<file path="src/rtl/ex_mdu.sv">
// Iterative RV32M multiply/divide unit for the EX stage: 32-cycle shift-add multiply and restoring divide.
// Optional feature: define MDU_FAST_MUL_EN for a single-cycle combinational multiply path.
module ex_mdu #(
    parameter int XLEN = 32
) (
    input  logic            clk,
    input  logic            rst,
    input  logic [6:0]      ex_t,
    input  logic [2:0]      ex_st,
    input  logic            ex_m,
    input  logic [XLEN-1:0] ex_n1,
    input  logic [XLEN-1:0] ex_n2,
    input  logic [4:0]      ex_wa,
    input  logic            ex_we,
    output logic            stl,
    output logic [XLEN-1:0] mdu_res,
    output logic [4:0]      mdu_wa,
    output logic            mdu_we,
    output logic            mdu_vld
);
    typedef enum logic [1:0] {IDLE, BUSY, DONE} state_t;

    state_t      state_q, state_d;
    logic [4:0]  cnt_q, cnt_d;
    logic [63:0] acc_q, acc_d;
    logic [31:0] b_q, b_d;
    logic [2:0]  op_q, op_d;
    logic        neg_q, neg_d;
    logic        negr_q, negr_d;
    logic        we_q, we_d;
    logic [4:0]  wa_q, wa_d;
    logic [31:0] res_q, res_d;
    logic [4:0]  owa_q, owa_d;
    logic        owe_q, owe_d;
    logic        vld_q, vld_d;

    logic        start, n1_signed, n2_signed, neg1, neg2, div0, ovf;
    logic [31:0] mag1, mag2, special_res, quo, rem, iter_res;
    logic [32:0] mul_sum, trial;
    logic [63:0] mul_step, div_step, step, prod;

    assign start = (ex_t == 7'h33) && ex_m && (state_q == IDLE);
    assign stl   = rst && (start || state_q == BUSY);

    assign mdu_res = res_q;
    assign mdu_wa  = owa_q;
    assign mdu_we  = owe_q;
    assign mdu_vld = vld_q;

    always_comb begin
        n1_signed   = ex_st[2] ? ~ex_st[0] : (ex_st[1:0] != 2'd3);
        n2_signed   = ex_st[2] ? ~ex_st[0] : ~ex_st[1];
        neg1        = n1_signed && ex_n1[31];
        neg2        = n2_signed && ex_n2[31];
        mag1        = neg1 ? (32'd0 - ex_n1) : ex_n1;
        mag2        = neg2 ? (32'd0 - ex_n2) : ex_n2;
        div0        = ex_st[2] && (ex_n2 == 32'd0);
        ovf         = ex_st[2] && !ex_st[0] && (ex_n1 == 32'h8000_0000) && (ex_n2 == 32'hFFFF_FFFF);
        special_res = div0 ? (ex_st[1] ? ex_n1 : 32'hFFFF_FFFF)
                           : (ex_st[1] ? 32'd0 : 32'h8000_0000);

        // acc holds {product_hi, multiplier} for multiply and {remainder, dividend/quotient} for divide
        mul_sum  = {1'b0, acc_q[63:32]} + (acc_q[0] ? {1'b0, b_q} : 33'd0);
        mul_step = {mul_sum, acc_q[31:1]};
        trial    = acc_q[63:31] - {1'b0, b_q};
        div_step = trial[32] ? {acc_q[62:0], 1'b0} : {trial[31:0], acc_q[30:0], 1'b1};
        step     = op_q[2] ? div_step : mul_step;
        prod     = neg_q ? (64'd0 - step) : step;
        quo      = neg_q ? (32'd0 - step[31:0]) : step[31:0];
        rem      = negr_q ? (32'd0 - step[63:32]) : step[63:32];
        case (op_q)
            3'd0:          iter_res = prod[31:0];
            3'd1, 3'd2, 3'd3: iter_res = prod[63:32];
            3'd4, 3'd5:    iter_res = quo;
            default:       iter_res = rem;
        endcase
    end

`ifdef MDU_FAST_MUL_EN
    // In fast mode a multiply latches raw operands; neg_q/negr_q carry operand signedness instead
    logic signed [65:0] fast_prod;
    logic [31:0]        fast_res;
    always_comb begin
        fast_prod = $signed({neg_q && acc_q[31], acc_q[31:0]}) * $signed({negr_q && b_q[31], b_q});
        fast_res  = (op_q == 3'd0) ? fast_prod[31:0] : fast_prod[63:32];
    end
`endif

    always_comb begin
        state_d = state_q;
        cnt_d   = cnt_q;
        acc_d   = acc_q;
        b_d     = b_q;
        op_d    = op_q;
        neg_d   = neg_q;
        negr_d  = negr_q;
        we_d    = we_q;
        wa_d    = wa_q;
        res_d   = res_q;
        owa_d   = owa_q;
        owe_d   = 1'b0;
        vld_d   = 1'b0;
        case (state_q)
            IDLE: begin
                if (start) begin
                    op_d   = ex_st;
                    wa_d   = ex_wa;
                    we_d   = ex_we && (ex_wa != 5'd0);
                    cnt_d  = 5'd0;
                    acc_d  = {32'd0, mag1};
                    b_d    = mag2;
                    neg_d  = neg1 ^ neg2;
                    negr_d = neg1;
`ifdef MDU_FAST_MUL_EN
                    if (!ex_st[2]) begin
                        acc_d  = {32'd0, ex_n1};
                        b_d    = ex_n2;
                        neg_d  = n1_signed;
                        negr_d = n2_signed;
                    end
`endif
                    if (div0 || ovf) begin
                        state_d = DONE;
                        res_d   = special_res;
                        owa_d   = ex_wa;
                        owe_d   = ex_we && (ex_wa != 5'd0);
                        vld_d   = 1'b1;
                    end else begin
                        state_d = BUSY;
                    end
                end
            end
            BUSY: begin
                acc_d = step;
                cnt_d = cnt_q + 5'd1;
                if (cnt_q == 5'd31) begin
                    state_d = DONE;
                    res_d   = iter_res;
                    owa_d   = wa_q;
                    owe_d   = we_q;
                    vld_d   = 1'b1;
                end
`ifdef MDU_FAST_MUL_EN
                if (!op_q[2]) begin
                    state_d = DONE;
                    res_d   = fast_res;
                    owa_d   = wa_q;
                    owe_d   = we_q;
                    vld_d   = 1'b1;
                end
`endif
            end
            default: state_d = IDLE;
        endcase
    end

    always_ff @(posedge clk or negedge rst) begin
        if (!rst) begin
            state_q <= IDLE;
            cnt_q   <= 5'd0;
            acc_q   <= 64'd0;
            b_q     <= 32'd0;
            op_q    <= 3'd0;
            neg_q   <= 1'b0;
            negr_q  <= 1'b0;
            we_q    <= 1'b0;
            wa_q    <= 5'd0;
            res_q   <= 32'd0;
            owa_q   <= 5'd0;
            owe_q   <= 1'b0;
            vld_q   <= 1'b0;
        end else begin
            state_q <= state_d;
            cnt_q   <= cnt_d;
            acc_q   <= acc_d;
            b_q     <= b_d;
            op_q    <= op_d;
            neg_q   <= neg_d;
            negr_q  <= negr_d;
            we_q    <= we_d;
            wa_q    <= wa_d;
            res_q   <= res_d;
            owa_q   <= owa_d;
            owe_q   <= owe_d;
            vld_q   <= vld_d;
        end
    end
endmodule

</file>
<file path="config.mk">
export PLATFORM = sky130hd
export DESIGN_NAME = ex_mdu
export DESIGN_NICKNAME = d
export VERILOG_FILES = /design/src/rtl/ex_mdu.sv
export SDC_FILE = /design/constraint.sdc
export NUM_CORES = 1
export LEC_CHECK = 0
export BUFFER_PORTS_ARGS = -buffer_cell sky130_fd_sc_hd__buf_2
export CAP_MARGIN = 20
export CORE_MARGIN = 3
export CORE_UTILIZATION = 35
export CTS_CLUSTER_DIAMETER = 40
export CTS_CLUSTER_SIZE = 16
export DETAILED_ROUTE_END_ITERATION = 8
export PLACE_DENSITY_LB_ADDON = 0.15
export REMOVE_ABC_BUFFERS = 1
export SLEW_MARGIN = 5
export SYNTH_ARGS = -nofsm -noshare
export SYNTH_HDL_FRONTEND = slang
export SYNTH_SLANG_ARGS = --single-unit
</file>
<file path="constraint.sdc">
create_clock -name clk -period 9.1 [get_ports clk]
set_input_delay 1.365 -clock clk [delete_from_list [all_inputs] [get_ports clk]]
set_output_delay 1.365 -clock clk [all_outputs]
set_load 0.05 [all_outputs]
</file>
==> flow_summary.json, run 1 <==
{
  "pre_cts_slack_ns": 3.16,
  "ys_ff_latch": 153,
  "cp-endpoint": "mdu_res[28]",
  "reg2reg_depth": 18,
  "grt_max_degree": 95,
  "setup_viol": 0,
  "finalHoldWorstSlack_ns": 0.483,
  "overflow": 0,
  "postLayoutSetupSlackWorst_ns": 2.99,
  "grt_util_all_layers_pct": 26.2,
  "required_ns": 9.48,
  "path_class": "reg -> reg",
  "worstMarginPinSlew_ns": 0.994,
  "grt_pass1_wl_mm": 95.0,
  "die_x_microns": 217,
  "drtPass1Iterations": 5,
  "arrival_ns": 6.49,
  "rsz0062_at_grt": "false",
  "cap_violations": 0,
  "post_drt_wl_per_cell_microns": 22.5,
  "min_period_ns": 6.11,
  "cts_hold_buf": 0,
  "cts.clk_slew.worst_paths_ns": 0.07,
  "p_leak_uw": 0.00740,
  "hold_violations": 0,
  "post-place-cells": 2714,
  "synth_top_area_share_pct": 24.5,
  "synth_common_cells": "267 x nand2_1, 236 x o21ai_0, 158 x a21oi_1",
  "grt_pass1_vias": 15689,
  "synth_top_cell_by_area": "dfrtp_1",
  "clk_path_buf_depth": 2,
  "drc_errors": 0,
  "cts_buffers": 17,
  "rows": 76,
  "async_flop_share_pct": 100,
  "die-area_sq_mm": 0.0473,
  "drtIter0Drc": 1553,
  "power_uw": 5980,
  "antenna_found_initial": 3,
  "ys_top_cells_by_area": "dfrtp_1 24%, o21ai_0 7.5%, nand2_1 6.4%",
  "start_util_pct": 35.9,
  "finalNonFillerCells": 2746,
  "insertion_delay_ns": 0.50,
  "gp_congestion": 0.904,
  "startpoint_type": "flop",
  "core_sq_mm": 0.0436,
  "peakVddDrop_mv": 0.180,
  "fin_util_pct": 39.8,
  "synth-edff-count": 0,
  "cts_max_level": 4,
  "io_pins": 123,
  "period_share_pct": 67.1,
  "relSlewSlack_pct": 33.6,
  "ys_seq_area_share_pct": 24.5,
  "reg2reg_to": "mdu_res[28]",
  "cp_max_fo": 19,
  "synth_most_common_cell": "nand2_1",
  "p_per_area_mw_per_mm2": 345,
  "hold_path.class": "reg -> reg",
  "finalWirelength_mm": 61.9,
  "vias": 16203,
  "cts_tree": "done",
  "netlist-cell-type-count": 87,
  "fmax_mhz": 164,
  "ys_warn_count": 0,
  "syn_inst": 2099,
  "drv_slew": 0,
  "vias_per_cell": 5.90,
  "timing.rr.start": "acc_q[31]",
  "clockRootBuffer": "clkbuf_16",
  "ys.flop_type": "dfrtp_1",
  "status": "finished, final reports clean",
  "cts_setup_buffers": 0,
  "layout.nets": 2304,
  "endpoint_kind": "flop",
  "critPathLaunch": "acc_q[31]",
  "antenna_cells": 0,
  "dp_hpwl_mm": 47.5,
  "reg2reg_slack_ns": 2.99,
  "drive_above_1_share_pct": 11.0,
  "netlist_area_sq_mm": 0.0157,
  "nFillCells": 4628,
  "cts_resized": 0,
  "syn_area_per_cell_sq_um": 7.46,
  "antenna_left": 0,
  "clock_sinks": 153,
  "port_buffers": 122,
  "die_y_microns": 217,
  "fin_skew_ns": 0.0134,
  "areaGrowthSynthToFinish_pct": 10.9
}
## stage by stage
stage / area, sq um / TNS, ns
6_report: 17400 / 0
5_1_grt: 17400 / 0
4_1_cts: 17400 / 0
3_5_place_dp: 16800 / 0
3_3_place_gp: 16800 / 0
2_1_floorplan: 15200 / -115.04
## state kept, by name, indices dropped and copies added, names as in the netlist
register,cells
acc_q,64
b_q,32
mdu_res,32
cnt_q,5
mdu_wa,5
wa_q,5
op_q,3
state_q,2
mdu_vld,1
mdu_we,1
neg_q,1
negr_q,1
we_q,1
## routing by layer
metal	GRT usage [%]	share of wire (%)	up-vias
li1	-	-	7743
met1	36.5	46	7891
met5	0	0.023	-
met3	4.29	5.8	84
met4	8.76	2.7	2
met2	41.2	45	483
## power by group
part / total, uW / leakage, uW / internal, uW / switching, uW
Sequential: 1070 / 0.00199 / 833 / 232
Clock: 743 / 0.000281 / 389 / 354
Combinational: 4170 / 0.00513 / 1490 / 2680
## worst min path at each step
| stage | from | to | slack (ns) | cells past startpoint |
|---|---|---|---|---|
| finish | wa_q[2] | wa_q[2] | 0.48 | 2 |
| global route | wa_q[4] | wa_q[4] | 0.51 | 2 |
| CTS | mdu_wa[3] | mdu_wa[3] | 0.48 | 2 |
| detailed placement | mdu_wa[3] | mdu_wa[3] | 0.47 | 2 |
| global placement | wa_q[4] | wa_q[4] | 0.46 | 2 |
| floorplan | wa_q[0] | wa_q[0] | 0.45 | 2 |
## cells by family after synthesis
kind of cell    after synthesis  share of synthesized area (%)
mux                          49                           3.22
xor+xnor                    184                           10.3
flops                       153                           24.5
compound gates              710                           28.3
simple gates                736                           23.0
buf+inv                     194                           4.80
fa+ha+maj                    73                           5.93
## placed cells by master (no fill, tap or decap), types with 18 or more instances in the layout
master,count
and2_1,53
a21o_1,29
o21ai_1,21
xor2_1,76
or3_1,32
nand3_1,72
a211oi_1,24
buf_2,121
inv_1,73
nor2b_1,18
o21ai_0,235
buf_4,29
ha_1,71
mux2i_1,38
nor3_1,36
dfrtp_1,152
nor2_1,130
a31oi_1,27
nand4_1,24
o211ai_1,38
xnor2_1,108
a21oi_1,157
o31ai_1,34
nand2_1,267
## critical path, stage by stage, from the launching register on
cell      delay, ns
dfrtp_1        0.42
inv_1          0.08
ha_1           0.18
inv_1          0.06
fa_1           0.42
a211oi_1       0.29
o211a_1        0.33
nor4_2         0.11
o21ai_2        0.30
nand3_2        0.50
nand2_1        0.77
a311oi_1       0.39
or2_2          0.43
nor4_2         0.58
nand3_1        0.25
o31ai_1        0.39
xor2_1         0.12
a221oi_1       0.30
o21ai_1        0.08
## final cells by class
type,instances,area (sq um),share of cell area (%)
clock buffer,18,439,2.53
clock inverter,14,136,0.786
inverter,73,274,1.58
tap,585,732,4.22
sequential,153,3830,22.1
timing repair buffer,151,835,4.81
multi-input combinational,1752,11100,64.0
(Power assumes the default switching activity.)
==> run 2: changes to the inputs <==
==> constraint.sdc (replaced) <==
create_clock -name clk -period 5.7 [get_ports clk]
set_input_delay 0.855 -clock clk [delete_from_list [all_inputs] [get_ports clk]]
set_output_delay 0.855 -clock clk [all_outputs]
set_load 0.05 [all_outputs]
==> run 2 against run 1 <==
  * Non-clock buffer count up 37
  * Worst setup slack worse by 2.6 ns
  * Clock skew rose by 0.0097 ns
  * Register-to-register slack worse by 2.6 ns
  * Flip-flop and latch count unchanged
  * Design area rose by 2.0%
  * Clock power up 66%
==> flow_summary.json, run 2 (same netlist as run 1, synthesis figures left out) <==
{
  "clock_sinks": 153,
  "antenna_cells": 0,
  "startpoint_type": "flop",
  "reg2reg_slack_ns": 0.40,
  "cts_buffers": 17,
  "cts_tree": "done",
  "cts_setup_buffers": 0,
  "start_util_pct": 35.9,
  "post_drt_wl_per_cell_microns": 22.5,
  "p_per_area_mw_per_mm2": 555,
  "rsz0062_at_grt": "false",
  "die-area_sq_mm": 0.0473,
  "finalHoldWorstSlack_ns": 0.389,
  "fmax_mhz": 189,
  "worstMarginPinSlew_ns": 1.07,
  "gr-usage-met2_pct": 41.7,
  "status": "finished, final reports clean",
  "finalNonFillerCells": 2783,
  "setup_viol": 0,
  "drive_above_1_share_pct": 12.7,
  "arrival_ns": 5.68,
  "finalInstanceArea_sq_mm": 0.0177,
  "grt_util_all_layers_pct": 26.3,
  "regMostFlops": "acc_q",
  "clockRootBuffer": "clkbuf_16",
  "relSlewSlack_pct": 28.2,
  "die_x_microns": 217,
  "grt_pass1_wl_mm": 95.6,
  "cap_violations": 0,
  "pre_cts_slack_ns": 0.136,
  "dp_hpwl_mm": 48.2,
  "grt_pass1_vias": 15905,
  "cp_max_fo": 14,
  "core_sq_mm": 0.0436,
  "post-place-cells": 2751,
  "clkPwrFrac_pct": 12.6,
  "p_leak_uw": 0.00760,
  "critPathLaunch": "acc_q[42]",
  "finalWirelength_mm": 62.7,
  "antenna_found_initial": 0,
  "endpoint_kind": "flop",
  "fin_skew_ns": 0.0231,
  "hold_violations": 0,
  "areaGrowthSynthToFinish_pct": 13.1,
  "rows": 76,
  "grt_use_met1_pct": 36.9,
  "p_int_uw": 4600,
  "required_ns": 6.08,
  "cts_max_level": 4,
  "drtPass1Iterations": 6,
  "grt_max_degree": 95,
  "path_class": "reg -> reg",
  "clk_path_buf_depth": 2,
  "cts.clk_slew.worst_paths_ns": 0.08,
  "vias_per_cell": 5.95,
  "min_period_ns": 5.30,
  "power_frac_comb_pct": 69.9,
  "switchingPower_uw": 5220,
  "cts_resized": 0,
  "timing.rr.start": "acc_q[42]",
  "drv_slew": 0,
  "drc_errors": 0,
  "overflow": 0,
  "vias": 16548,
  "antenna_left": 0,
  "peakVddDrop_mv": 0.238,
  "period_share_pct": 93.0,
  "gp_congestion": 0.915,
  "port_buffers": 122,
  "largest_register_ffs": 64,
  "cts_hold_buf": 0,
  "io_pins": 123,
  "reg2reg_to": "mdu_res[31]",
  "place_area_sq_mm": 0.0171,
  "use_met3_pct": 4.22,
  "switching_share_pct": 53.1,
  "final_cell_mix": "267 x nand2_1, 235 x o21ai_0, 156 x a21oi_1, 152 x dfrtp_1, 130 x nor2_1",
  "nFillCells": 4527,
  "busiest_layer": "met2",
  "layout.nets": 2341,
  "postLayoutSetupSlackWorst_ns": 0.400,
  "reg2reg_depth": 16,
  "layout_commonest_cell": "nand2_1",
  "die_y_microns": 217,
  "hold_path.class": "in -> async",
  "seq_power_share_pct": 17.5,
  "insertion_delay_ns": 0.51,
  "drtIter0Drc": 1451
}
## run 2: cell count changes in the layout (fill, tap and decap cells not counted), sizes merged
cell      previous run  this run
clkinv               3         2
inv                 81        84
clkinvlp             2         1
clkbuf              18        17
buf                151       188
## run 2: worst max path at each step
stage	to	slack, ns	depth (start not counted)
after global routing	mdu_res[30]	0.05	21
after floorplan	mdu_res[21]	-6.41	8
after detailed placement	mdu_res[4]	0.14	19
after CTS	mdu_res[4]	0.1	19
after global placement	mdu_res[4]	0.13	19
final	mdu_res[31]	0.40	16
## run 2: layout make-up
cell class	count	area, sq um	area share (%)
Multi-Input combinational cell	1752	11100	62.8
Clock buffer	17	425	2.40
Inverter	73	274	1.55
Clock inverter	15	174	0.983
Timing Repair Buffer	188	1140	6.43
Sequential cell	153	3830	21.7
Tap cell	585	732	4.14
## run 2: metal layers
layer | wire, microns | share of wire [%]
met4 | 1490 | 2.4
met1 | 29200 | 47
met2 | 28500 | 46
met3 | 3520 | 5.6
met5 | 0 | 0
## run 2: power by group through the flow
stage / combinational [uW] / clock (uW) / sequential (uW)
finish: 6870 / 1230 / 1720
global route: 7460 / 1310 / 1750
CTS: 6770 / 1260 / 1720
detailed placement: 6740 / 0 / 1740
global placement: 6740 / 0 / 1730
floorplan: 4580 / 0 / 1600
## run 2: worst max-delay path, cell delays in order (launching register included)
cell and delay (ns):
dfrtp_1 0.50, ha_1 0.46, a21o_1 0.24, a31oi_1 0.35, o21ai_0 0.25, o21ai_2 0.34, a21oi_2 0.12, buf_4 0.22
o21ai_0 0.37, a31oi_2 0.28, or3_1 0.57, nor3_2 0.34, nand4_1 0.23, o41ai_2 0.36, xor2_1 0.11, a221oi_1 0.34
o21ai_1 0.09
## run 2: metrics by stage
| stage | power [uW] | TNS, ns | utilization [%] |
|---|---|---|---|
| 2_1_floorplan | 6180 | -282.16 | - |
| 3_3_place_gp | 8480 | 0 | 39.2 |
| 3_5_place_dp | 8480 | 0 | 39.2 |
| 4_1_cts | 9760 | 0 | 40.5 |
| 5_1_grt | 10500 | 0 | 40.5 |
| 6_report | 9820 | 0 | 40.5 |
